<file path="src/rtl/riscv_pkg.sv">
// Shared definitions for the data- and instruction-side memory bridges.
// Holds the bridge FSM encoding and the default error read word.
package riscv_pkg;

    typedef enum logic [1:0] {
        IDLE = 2'd0,
        BUSY = 2'd1,
        DONE = 2'd2
    } mem_state_e;

    localparam logic [31:0] ERR_DATA_DEF = 32'hDEADBEEF;

endpackage

</file>
<file path="src/rtl/data_mem_bridge.sv">
// Data-side bridge: turns held core load/store requests into a
// req/ack memory transaction, stalling the core until completion.
module data_mem_bridge
    import riscv_pkg::*;
#(
    parameter int          TIMEOUT  = 255,
    parameter logic [31:0] ERR_DATA = ERR_DATA_DEF
) (
    input  logic        clk,
    input  logic        reset,
    input  logic        dram_read,
    input  logic        dram_write,
    input  logic [31:0] dram_addr,
    input  logic [31:0] dram_data_out,
    output logic [31:0] dram_data_in,
    output logic        stall,
    output logic        mem_req,
    output logic        mem_we,
    output logic [31:0] mem_addr,
    output logic [31:0] mem_wdata,
    input  logic [31:0] mem_rdata,
    input  logic        mem_ack,
    output logic        err
);

    localparam int CW = $clog2(TIMEOUT + 1);

    mem_state_e    state;
    logic [CW-1:0] cnt;
    logic          req_any;

    assign req_any = dram_read | dram_write;
    assign stall   = (state == BUSY) || ((state == IDLE) && req_any);

    always_ff @(posedge clk or negedge reset) begin
        if (!reset) begin
            state        <= IDLE;
            mem_req      <= 1'b0;
            mem_we       <= 1'b0;
            mem_addr     <= '0;
            mem_wdata    <= '0;
            dram_data_in <= '0;
            err          <= 1'b0;
            cnt          <= '0;
        end else begin
            unique case (state)
                IDLE: begin
                    if (req_any) begin
                        mem_addr  <= dram_addr;
                        mem_wdata <= dram_data_out;
                        // a read+write conflict resolves to the write
                        mem_we    <= dram_write;
                        mem_req   <= 1'b1;
                        cnt       <= '0;
                        state     <= BUSY;
                        if (dram_read && dram_write)
                            err <= 1'b1;
                    end
                end
                BUSY: begin
                    if (mem_ack) begin
                        if (!mem_we)
                            dram_data_in <= mem_rdata;
                        mem_req <= 1'b0;
                        state   <= DONE;
                    end else if (cnt == CW'(TIMEOUT - 1)) begin
                        if (!mem_we)
                            dram_data_in <= ERR_DATA;
                        err     <= 1'b1;
                        mem_req <= 1'b0;
                        cnt     <= cnt + CW'(1);
                        state   <= DONE;
                    end else begin
                        cnt <= cnt + CW'(1);
                    end
                end
                DONE: begin
                    state <= IDLE;
                end
                default: begin
                    state <= IDLE;
                end
            endcase
        end
    end

endmodule

</file>
<file path="config.mk">
export PLATFORM = sky130hd
export DESIGN_NAME = data_mem_bridge
export DESIGN_NICKNAME = d
export VERILOG_FILES = /design/src/rtl/riscv_pkg.sv /design/src/rtl/data_mem_bridge.sv
export SDC_FILE = /design/constraint.sdc
export NUM_CORES = 1
export LEC_CHECK = 0
export CORE_MARGIN = 4
export CORE_UTILIZATION = 41
export CTS_CLUSTER_DIAMETER = 150
export DETAILED_ROUTE_END_ITERATION = 16
export PLACE_DENSITY = 0.83
export SYNTH_ARGS = -nofsm -noshare
export SYNTH_HDL_FRONTEND = slang
export SYNTH_SLANG_ARGS = --single-unit
</file>
<file path="constraint.sdc">
create_clock -name clk -period 2.35 [get_ports clk]
set_input_delay 0.235 -clock clk [delete_from_list [all_inputs] [get_ports clk]]
set_output_delay 0.235 -clock clk [all_outputs]
set_load 0.005 [all_outputs]
</file>
* Word-level counts from Yosys, hierarchy flattened
Cells that the tools add are included. W data, S select, Z words.
Cells by class: bitwise gates (word level) 1, add/subtract/negate cells 1, equal/unequal tests 9, reduce and logical (&&, ||, !) cells 12, mux-type cells 20
Operators with widths (count):
- $mux W32 | 4
- $mux W8 | 2
- $pmux W8 S2 | 1
- $add A8 B1 Y8 const B | 1
- $eq A8 B8 Y1 const B | 1
- $ne A2 B2 Y1 const B | 4
- $mux W1 | 7
- $mux W2 | 3
- $reduce_and A3 Y1 | 2
- $reduce_and A5 Y1 | 1
- $ne A2 B1 Y1 const B | 2
- $pmux W1 S2 | 2
- $pmux W2 S2 | 1
- $reduce_and A2 Y1 | 2
- $reduce_and A4 Y1 | 1
- $reduce_bool A2 Y1 | 2
- $ne A3 B2 Y1 const B | 1
- $eq A2 B1 Y1 const B | 1
- $logic_and A1 B1 Y1 | 2
- $logic_not A2 Y1 | 1
- $logic_or A1 B1 Y1 | 1
- $or A1 B1 Y1 | 1
Word-level totals: register bits after elaboration 109, output and inout bits 100, logic and storage cells 51, bits of input ports 101

* Logic depth before layout (Yosys ltp)
Gate-level depths: netlist of the first run.
depth in word-level cells 4, gate-level depth with buffers 7, depth with buffers taken out 5

* Least setup slack after synthesis of the first run
No wires, ideal clock.
path kind register to register, start point register state[0], end point register mem_addr[10], arrival time 1599 ps, cell stages (with the launch flop) 7, library setup time 125 ps, path buffers 3, data required time 2225 ps, clock period less this slack 1724 ps, path slack 626 ps, cell sequence dfrtp_1 or2_1 buf_2 nor2_2 buf_4 buf_4 mux2_2
On the way: cells in the longest elaborated chain, start to end 2
Ends and longest elaborated chain:
- from (decl) | RTL line data_mem_bridge.sv:28 | mem_state_e state;
- from (signal assigned) | RTL line data_mem_bridge.sv:37 | state <= IDLE;
- from (signal assigned) | RTL line data_mem_bridge.sv:55 | state <= BUSY;
- from (signal assigned) | RTL line data_mem_bridge.sv:65 | state <= DONE;
- $logic_not A2 Y1 | RTL line data_mem_bridge.sv:46 | unique case (state)
- $reduce_and A2 Y1 (no line)
- to (signal assigned) | RTL line data_mem_bridge.sv:49 | mem_addr <= dram_addr;
- to (decl) | RTL line data_mem_bridge.sv:19 | output logic [31:0] mem_addr,
Every way passes these cells. A chain may end at the register's enable or synchronous reset.

* Worst setup path after layout of the first run
start point register state[1], end point output port stall
On the way: cells in the longest elaborated chain, start to end 3, elaborated cells on any way between the ends 4, those cells by class eq/ne (1); reduce/logical (3)
Ends and longest elaborated chain:
- $logic_not A2 Y1 | RTL line data_mem_bridge.sv:33 | assign stall = (state == BUSY) || ((state == IDLE) && req_any);
- $logic_and A1 B1 Y1 | RTL line data_mem_bridge.sv:33
- $logic_or A1 B1 Y1 * | RTL line data_mem_bridge.sv:33
- to (decl) | RTL line data_mem_bridge.sv:16 | output logic stall,
Mark *: on every way between the ends. The rest lies on a longest branch, timed or not.

==> impl_metrics.toml, run 1 <==
[status]
status = "complete, no violations"

[sta]
slew_headroom_pct = 50.3
skew_ns = 0.00725
setup_viol = 0
period_share_pct = 88.1
period_minus_slack_ns = 2.07
tightestPinTransition_ns = 0.746
clock.fmax_mhz = 483
final_max_slew_viol_count = 0
finalHoldViolations = 0
tns_ns = 0
rsz0062_at_grt = "false"

[drt]
dr.pass1.iters = 4
first_iter_violations = 104
via_count = 3405
wl_per_cell_um = 17.6
avgViaCountPerCell = 5.03
wl_mm = 11.9
drc_errors = 0
ant_nets = 0

[die]
start_util_pct = 42.3
io-pin-count = 201
fp.dieArea_um2 = 12400
rows = 37
core_um2 = 10400
fp.dieH_um = 111
die_w_um = 111

[synth]
synth_nets = 437
synth_top_cell_by_area = "dfrtp_1"
synth_top_area_share_pct = 62.2
netlist_top_cells_count = "109 x dfrtp_1, 64 x mux2_2, 26 x a21oi_1"
synth_flop_cell = "dfrtp_1"
avgSynthCellArea_um2 = 13.1
synth_cell_types = 35
ys_ff_latch = 109
synthTopCellsByArea = "dfrtp_1 62%, mux2_2 16%, o22ai_1 3.4%"
yosys_warnings = 0
synth-edff-count = 0
seq_area_frac_synth_pct = 62.2
synth_cells = 334
syn_area_um2 = 4390
yosys.cell_count.top_type = "dfrtp_1"
async_flop_share_pct = 100

[critical_path]
path_cells = "nor2_1 > o21ai_0 > nand2_1 > clkdlybuf4s50_1"
end_kind = "primary output"
path_delay_family = "buffers and inverters"
crit_buf_inv = 1
cp_slowest_cell = "clkdlybuf4s50_1"
cp_data_arrival_time_ns = 1.84
critPathRequiredTime_ns = 2.12
cp_max_fo = 10
regToRegStartpoint = "state[0]$_DFFE_PN0P_"
r2r_setup_slack_ns = 0.53
r2r-end = "mem_addr[2]$_DFFE_PN0P_"
critPathMaxStageDelay_ns = 0.49
worst-setup-path-type = "flip-flop to primary output"
cp-start-kind = "flip-flop"
reg2regPathDepth = 4

[global_route]
grt_pass1_wl_mm = 19.2
overflow = 0
grt_pass1_vias = 3740
grt_use_total_pct = 19.4
grt_max_degree = 49
antenna_found_initial = 0

[power]
power_leakage_nw = 2.78
max-vdd-ir-drop_mv = 0.769
p_per_area_nw_per_um2 = 1240

[place]
dpl.hpwl_mm = 9.09
dpl_cell_area_um2 = 6570
routabilityCongestion = 0.880
port_buffers = 200
place_inst = 660

[final_layout]
n_fill_cell = 805
final_nets = 639
finalNonFillerCells = 677
syn_to_final_growth_pct = 55.1
antenna_cells = 0
final_area_um2 = 6810
drive_gt1_share_pct = 17.6

[min_path]
hp-class = "primary input to async pin"

[clocking]
htreeDepth = 3
clk_pin_slew_ns = 0.10
cts_tree = "done"
cts.sink_count = 109
clockBufferDepth = 2
cts_setup_buffers = 0
insertion_delay_ns = 0.37
numCtsBuffers = 9
cts_root_buf = "clkbuf_8"

[run]
max_cap_viol_count = 0
layout make-up:
cell class | instances | area, µm² | share of cell area, %
Clock buffer | 10 | 138 | 2.02
Tap cell | 136 | 170 | 2.50
Inverter | 25 | 93.8 | 1.38
Timing Repair Buffer | 211 | 2110 | 31.0
Sequential cell | 109 | 2730 | 40.1
Clock inverter | 6 | 86.3 | 1.27
Multi-Input combinational cell | 180 | 1480 | 21.8
how the worst max path moves through the flow:
stage | startpoint | endpoint | slack, ns | cells past startpoint
after floorplan | state[0]$_DFFE_PN0P_ | mem_addr[10]$_DFFE_PN0P_ | 0.63 | 6
after global placement | mem_ack | cnt[5]$_DFFE_PN0P_ | 0.44 | 4
after detailed placement | mem_ack | cnt[5]$_DFFE_PN0P_ | 0.37 | 4
after CTS | state[1]$_DFFE_PN0P_ | stall | 0.26 | 4
after global routing | state[0]$_DFFE_PN0P_ | stall | 0.14 | 4
final | state[1]$_DFFE_PN0P_ | stall | 0.28 | 4
through the flow:
step / utilization [%] / setup WS, ns / power [mW] / hold slack, ns
after floorplan: - / 0.626 / 4.92 / -0.0606
after global placement: 63.4 / 0.436 / 7.10 / 0.226
after detailed placement: 63.4 / 0.375 / 7.28 / 0.230
after CTS: 65.6 / 0.256 / 8.57 / 0.349
after global routing: 65.6 / 0.136 / 9.02 / 0.376
final: 65.6 / 0.279 / 8.45 / 0.350
routing by layer:
layer	vias to the layer above	track usage [%]	part of all wire (%)
li1	1598	-	-
met1	1652	20.8	38
met2	127	34.1	51
met3	28	7.17	8.1
met4	0	8.76	3.1
met5	-	0	0
power by group:
part / switching (mW) / internal (mW) / leakage (nW)
Clock: 0.633 / 0.628 / 0.112
Sequential: 0.547 / 2.72 / 1.31
Combinational: 1.35 / 2.57 / 1.35
cells by family (layout without fill, tap and decap cells):
family                   count (synthesis)  in the layout  share of synthesized area [%]
XOR/XNOR                                 1              1                          0.200
flip-flops                             109            109                           62.2
multiplexers                            66             66                           16.9
AND/OR/NAND/NOR                         28             28                           3.91
adder cells (fa/ha/maj)                  2              2                          0.570
buffers and inverters                   45            252                           4.31
AO/OA/AOI/OAI                           83             83                           12.0
registers in the layout, summed over array words and instances (netlist names):
register,count
mem_we,1
err,1
cnt,8
state,2
dram_data_in,32
mem_req,1
mem_wdata,32
mem_addr,32
cells in the final DEF (no fill, tap or decap), types with 2 or more instances in the layout:
cell             count
ha_1                 2
clkdlybuf4s50_1    199
nand3_1              3
dfrtp_1            109
a21oi_1             26
buf_12               2
a21o_1               8
a22o_1               9
mux2_2              64
nor2_1               6
mux2i_1              2
bufinv_16            2
or4bb_1              3
clkinv_2             2
nand2_1              5
o21ai_0              7
inv_1               25
buf_4                9
clkbuf_8            10
o22ai_1             24
o211ai_1             2
o31ai_1              3
timing repair:
| item | 4_1_cts | 5_1_grt |
|---|---|---|
| gates resized for setup | 0 | 0 |
| endpoints found under the hold margin | 34 | 0 |
| hold buffers | 1 | 0 |
worst register-to-register path: cells and delay by family, from the launching register on:
kind	cells	cell delay, ns
buf+inv	1	0.32
flops	1	0.46
mux	1	0.38
simple gates	2	0.55
No activity file was read; power rests on OpenSTA's default activity.
==> inputs of run 2 (changes only) <==
--- a/config.mk
+++ b/config.mk
@@ -10,6 +10,8 @@
 export CTS_CLUSTER_DIAMETER = 150
 export DETAILED_ROUTE_END_ITERATION = 16
 export PLACE_DENSITY = 0.83
+export REMOVE_ABC_BUFFERS = 1
+export SLEW_MARGIN = 25
 export SYNTH_ARGS = -nofsm -noshare
 export SYNTH_HDL_FRONTEND = slang
 export SYNTH_SLANG_ARGS = --single-unit
==> impl_metrics.toml, run 2 (synthesized netlist as in run 1, its figures left out) <==
[status]
status = "complete, no violations"

[critical_path]
r2r_setup_slack_ns = 0.52
cp_data_arrival_time_ns = 1.85
path_cells = "nor2_1 > o21ai_0 > nand2_1 > clkdlybuf4s50_1"
cp_slowest_cell = "clkdlybuf4s50_1"
critPathMaxStageDelay_ns = 0.51
end_kind = "primary output"
cp-start-kind = "flip-flop"
reg2regPathDepth = 4
cp_max_fo = 10
critPathRequiredTime_ns = 2.12
r2r-end = "mem_wdata[13]$_DFFE_PN0P_"
worst-setup-path-type = "flip-flop to primary output"
regToRegStartpoint = "state[1]$_DFFE_PN0P_"

[power]
p_per_area_nw_per_um2 = 1210
p_switching_mw = 2.49
clockPowerShare_pct = 12.4
power_switching_share_pct = 30.5
p_int_mw = 5.66
max-vdd-ir-drop_mv = 0.683
p_comb_share_pct = 47.6
p_seq_share_pct = 40.0
power_leakage_nw = 2.72

[sta]
finalHoldViolations = 0
clock.fmax_mhz = 479
rsz0062_at_grt = "false"
fin_ws_ns = 0.263
slew_headroom_pct = 68.9
period_share_pct = 88.8
period_minus_slack_ns = 2.09
final_max_slew_viol_count = 0
hold_slack_ns = 0.369
setup_viol = 0
skew_ns = 0.0114
tightestPinTransition_ns = 0.465

[final_layout]
antenna_cells = 0
final_nets = 635
final_util_pct = 64.9
multi_input_area_um2 = 1480
seqCellArea_um2 = 2730
final_common_cell = "clkdlybuf4s50_1"
final_area_um2 = 6730
finalNonFillerCells = 673
final_cell_mix = "199 x clkdlybuf4s50_1, 109 x dfrtp_1, 64 x mux2_2"
syn_to_final_growth_pct = 53.3
drive_gt1_share_pct = 16.9
reg_top3 = "dram_data_in: 32 flops, mem_addr: 32 flops, mem_wdata: 32 flops"
n_fill_cell = 799

[place]
dpl.hpwl_mm = 8.25
pre_cts_ws_ns = 0.407
port_buffers = 200
routabilityCongestion = 0.843
place_inst = 656
dpl_cell_area_um2 = 6540

[clocking]
cts_tree = "done"
insertion_delay_ns = 0.37
htreeDepth = 3
cts_setup_buffers = 0
clockBufferDepth = 2
cts_root_buf = "clkbuf_8"
clk_pin_slew_ns = 0.09
cts.sink_count = 109
numCtsBuffers = 9

[global_route]
antenna_found_initial = 0
grt_use_total_pct = 18.6
grt_pass1_vias = 3705
grt_pass1_wl_mm = 18.7
overflow = 0
grt_max_degree = 76

[die]
rows = 37
fp.dieArea_um2 = 12400
start_util_pct = 42.3
core_um2 = 10400
die_w_um = 111
fp.dieH_um = 111
io-pin-count = 201

[drt]
avgViaCountPerCell = 5.08
wl_mm = 11.3
ant_nets = 0
dr.pass1.iters = 4
wl_per_cell_um = 16.8
drc_errors = 0
via_count = 3421
first_iter_violations = 305

[min_path]
hp-class = "primary input to async pin"

[run]
max_cap_viol_count = 0
-- run 2: cell count changes in the layout (fill, tap and decap cells not counted), sizes merged --
cell | before | now
buf | 11 | 7
bufinv | 2 | 0
clkinvlp | 1 | 3
clkbuf | 10 | 9
inv | 25 | 26
-- run 2: routing by layer --
metal / wire length, µm / part of all wire (%) / GRT usage, %
met1: 4400 / 39 / 21.5
met4: 300 / 2.7 / 7.79
met5: 0 / 0 / 0
met2: 5320 / 47 / 30.0
met3: 1260 / 11 / 8.37
-- run 2: critical path, delay by kind of cell, from the launching register on --
kind	cells	cell delay, ns
buf+inv	1	0.51
flops	1	0.48
simple gates	2	0.33
compound gates	1	0.17
-- run 2: area by class of cell --
class,instances,area share [%]
Tap cell,136,2.53
Multi-Input combinational cell,180,22.0
Inverter,25,1.40
Timing Repair Buffer,207,30.9
Clock inverter,7,0.744
Clock buffer,9,1.84
Sequential cell,109,40.6
-- run 2: worst max-delay path by stage --
stage | slack [ns] | cells past startpoint | endpoint | startpoint
floorplan | -0.66 | 3 | mem_addr[0]$_DFFE_PN0P_ | state[0]$_DFFE_PN0P_
global placement | 0.43 | 4 | cnt[5]$_DFFE_PN0P_ | mem_ack
detailed placement | 0.41 | 4 | cnt[5]$_DFFE_PN0P_ | mem_ack
CTS | 0.23 | 4 | stall | state[1]$_DFFE_PN0P_
global route | 0.12 | 4 | stall | state[1]$_DFFE_PN0P_
finish | 0.26 | 4 | stall | state[1]$_DFFE_PN0P_
-- run 2: metrics by stage --
step | setup TNS [ns] | power [mW]
after floorplan | -44.08 | 4.86
after global placement | 0 | 7.05
after detailed placement | 0 | 7.22
after CTS | 0 | 8.28
after global routing | 0 | 8.74
final | 0 | 8.15
-- run 2: repair_timing --
action	in CTS	in global routing
hold endpoints to repair	34	0
resized for setup	0	0
hold buffers	1	0
-- run 2: power groups by stage --
stage | logic (mW) | clock network [mW] | registers (mW)
2_1_floorplan | 1.55 | 0 | 3.30
3_3_place_gp | 3.82 | 0 | 3.23
3_5_place_dp | 3.92 | 0 | 3.30
4_1_cts | 3.94 | 1.06 | 3.27
5_1_grt | 4.21 | 1.14 | 3.39
6_report | 3.88 | 1.01 | 3.26
==> variant, RTL diff (config.mk and constraints of run 1) <==
Encoding of `mem_state_e`: now one-hot (3 bits for 3 states).
--- a/src/rtl/riscv_pkg.sv
+++ b/src/rtl/riscv_pkg.sv
@@ -2,10 +2,10 @@
 // Holds the bridge FSM encoding and the default error read word.
 package riscv_pkg;
 
-    typedef enum logic [1:0] {
-        IDLE = 2'd0,
-        BUSY = 2'd1,
-        DONE = 2'd2
+    typedef enum logic [2:0] {
+        IDLE = 3'b001,
+        BUSY = 3'b010,
+        DONE = 3'b100
     } mem_state_e;
 
     localparam logic [31:0] ERR_DATA_DEF = 32'hDEADBEEF;
Function: same outputs for any inputs over 4 cycles, from zero or initial values and one cycle with reset low; so few cycles prove little.
==> variant against run 1 <==
Register-to-register slack got worse by 230 ps. Power decreased by 6.2%. Sequential cell count increased by 1. Die area decreased by 1.9%. Final area decreased by 2.9%. Setup slack got worse by 160 ps. Synthesized area decreased by 2.1%. Routed wire length decreased by 1.3%. Synthesized cell count increased by 26%. Critical path type unchanged. Largest cell class unchanged. Largest power group unchanged. Highest routed layer unchanged.
==> variant: results (changes against run 1) <==
set qor(synth_compound_gate_area_share) 0.09403 ;# -0.02573
set qor(drt_iter0_drc) 225 ;# +120%
set qor(route.vias.total) 3669 ;# +7.8%
set qor(synth-adder-area-share) 0.005822 ;# +0.0001195
set qor(finalClockSkew_ps) 11.79 ;# +4.549 ps
set qor(gate_count_of_the_mapped_netlist) 422 ;# +26%
set qor(leakage_nw) 3.042 ;# +9.6%
set qor(detail_route.wirelength.met1_mm) 4.717 ;# +5.6%
set qor(gp_congestion) 0.8233 ;# -6.5%
set qor(combined_global_route_utilization_of_all_metal_layers) 0.1917 ;# -0.002206
set qor(arrival_ps) 2000 ;# +160 ps
set qor(grt_first_pass_wirelength_mm) 18.31 ;# -4.7%
set qor(critPathTopFamily) {flip-flops}
set qor(placed_cells) 742 ;# +12%
set qor(reg2regPathDepth) 3 ;# -1
set qor(layout-drive-gt1-share) 0.04647 ;# -0.1291
set qor(synth_xor_xnor_area_share) 0 ;# -0.001996
set qor(vdd.ir_drop.worst_uv) 711.0 ;# -7.5%
set qor(regToRegEndpoint) {dram_data_in[18]$_DFFE_PN0P_}
set qor(grt_start_max_net_pins) 56 ;# +14%
set qor(run_status) {completed}
set qor(grt.met1_usage) 0.2379 ;# +0.02975
set qor(proportion_of_synthesized_chip_area_in_sequential_cells) 0.6408 ;# +0.01914
set qor(startpoint_of_the_most_critical_register_to_register_path) {state[2]$_DFFE_PN0P_}
set qor(yosys-mux-area-fraction) 0 ;# -0.1688
set qor(met3_routed_wl_mm) 1.142 ;# +18%
set qor(cpMaxStageDelayCell) {sky130_fd_sc_hd__dfstp_2}
set qor(dr_wl_met2_mm) 5.608 ;# -8.1%
set qor(clk_latency_ps) 350 ;# -20 ps
set qor(critical_path_s_largest_stage_delay_ps) 580 ;# +90 ps
set qor(final.period_utilization) 0.9493 ;# +0.06815
set qor(combinational_family_with_the_most_area_after_synthesis) {simple AND/OR/NAND/NOR gates}
set qor(rrSetupSlack_ps) 300 ;# -230 ps
set qor(maxSlewHeadroom) 0.4037 ;# -0.09901
set qor(placement.cell_area_um2) 6420 ;# -2.3%
set qor(vias_per_cell) 4.828 ;# -4.0%
set qor(critical_path_peak_fanout) 8 ;# -2
set qor(via_count_of_the_first_global_routing_pass) 3785 ;# +1.2%
set qor(netlist_top_cells_count) {sky130_fd_sc_hd__nand2_1 (200), sky130_fd_sc_hd__dfrtp_1 (109), sky130_fd_sc_hd__o22a_1 (24)}
set qor(worstSetupStartpoint) {state[0]$_DFFE_PN1P_}
set qor(dpl.hpwl_mm) 8.776 ;# -3.5%
[variant: cell types whose count changed after synthesis, moves of 8 or more]
cell,before,now
sky130_fd_sc_hd__a21o_1,8,0
sky130_fd_sc_hd__o22a_1,1,24
sky130_fd_sc_hd__o22ai_1,24,0
sky130_fd_sc_hd__inv_1,25,3
sky130_fd_sc_hd__mux2_2,64,0
sky130_fd_sc_hd__nand2_1,5,200
sky130_fd_sc_hd__a21oi_1,26,4
[variant: power groups by stage]
stage | logic, mW | clock network, mW | registers [mW]
6_report | 3.67 | 0.991 | 3.27
3_3_place_gp | 3.56 | 0 | 3.26
5_1_grt | 4.07 | 1.11 | 3.38
4_1_cts | 3.73 | 1.03 | 3.27
3_5_place_dp | 3.69 | 0 | 3.30
2_1_floorplan | 1.36 | 0 | 3.31
[variant: area by class of cell]
cell class              instances  area [µm²]
inverters                       3       11.26
clock buffers                  14       152.6
fillers                       835        3670
well taps                     136       170.2
flip-flops and latches        110        2754
repair buffers                208        2087
clock inverters                 2       10.01
multi-input cells             287        1423
[variant: worst min-delay path by stage]
stage | slack (ps) | cells after the start | to
6_report | 380 | 2 | mem_wdata[17]$_DFFE_PN0P_
5_1_grt | 390 | 3 | mem_addr[10]$_DFFE_PN0P_
4_1_cts | 380 | 2 | dram_data_in[12]$_DFFE_PN0P_
3_5_place_dp | 220 | 1 | dram_data_in[12]$_DFFE_PN0P_
3_3_place_gp | 220 | 1 | mem_wdata[12]$_DFFE_PN0P_
2_1_floorplan | -60 | 0 | cnt[0]$_DFFE_PN0P_
[variant: what timing repair did]
item | CTS | global route
hold buffers | 1 | 0
hold endpoints to repair | 36 | 0
pin swaps | 0 | 0
buffers inserted | 0 | 1
setup endpoints to repair | 1 | 1
gates resized for setup | 2 | 0
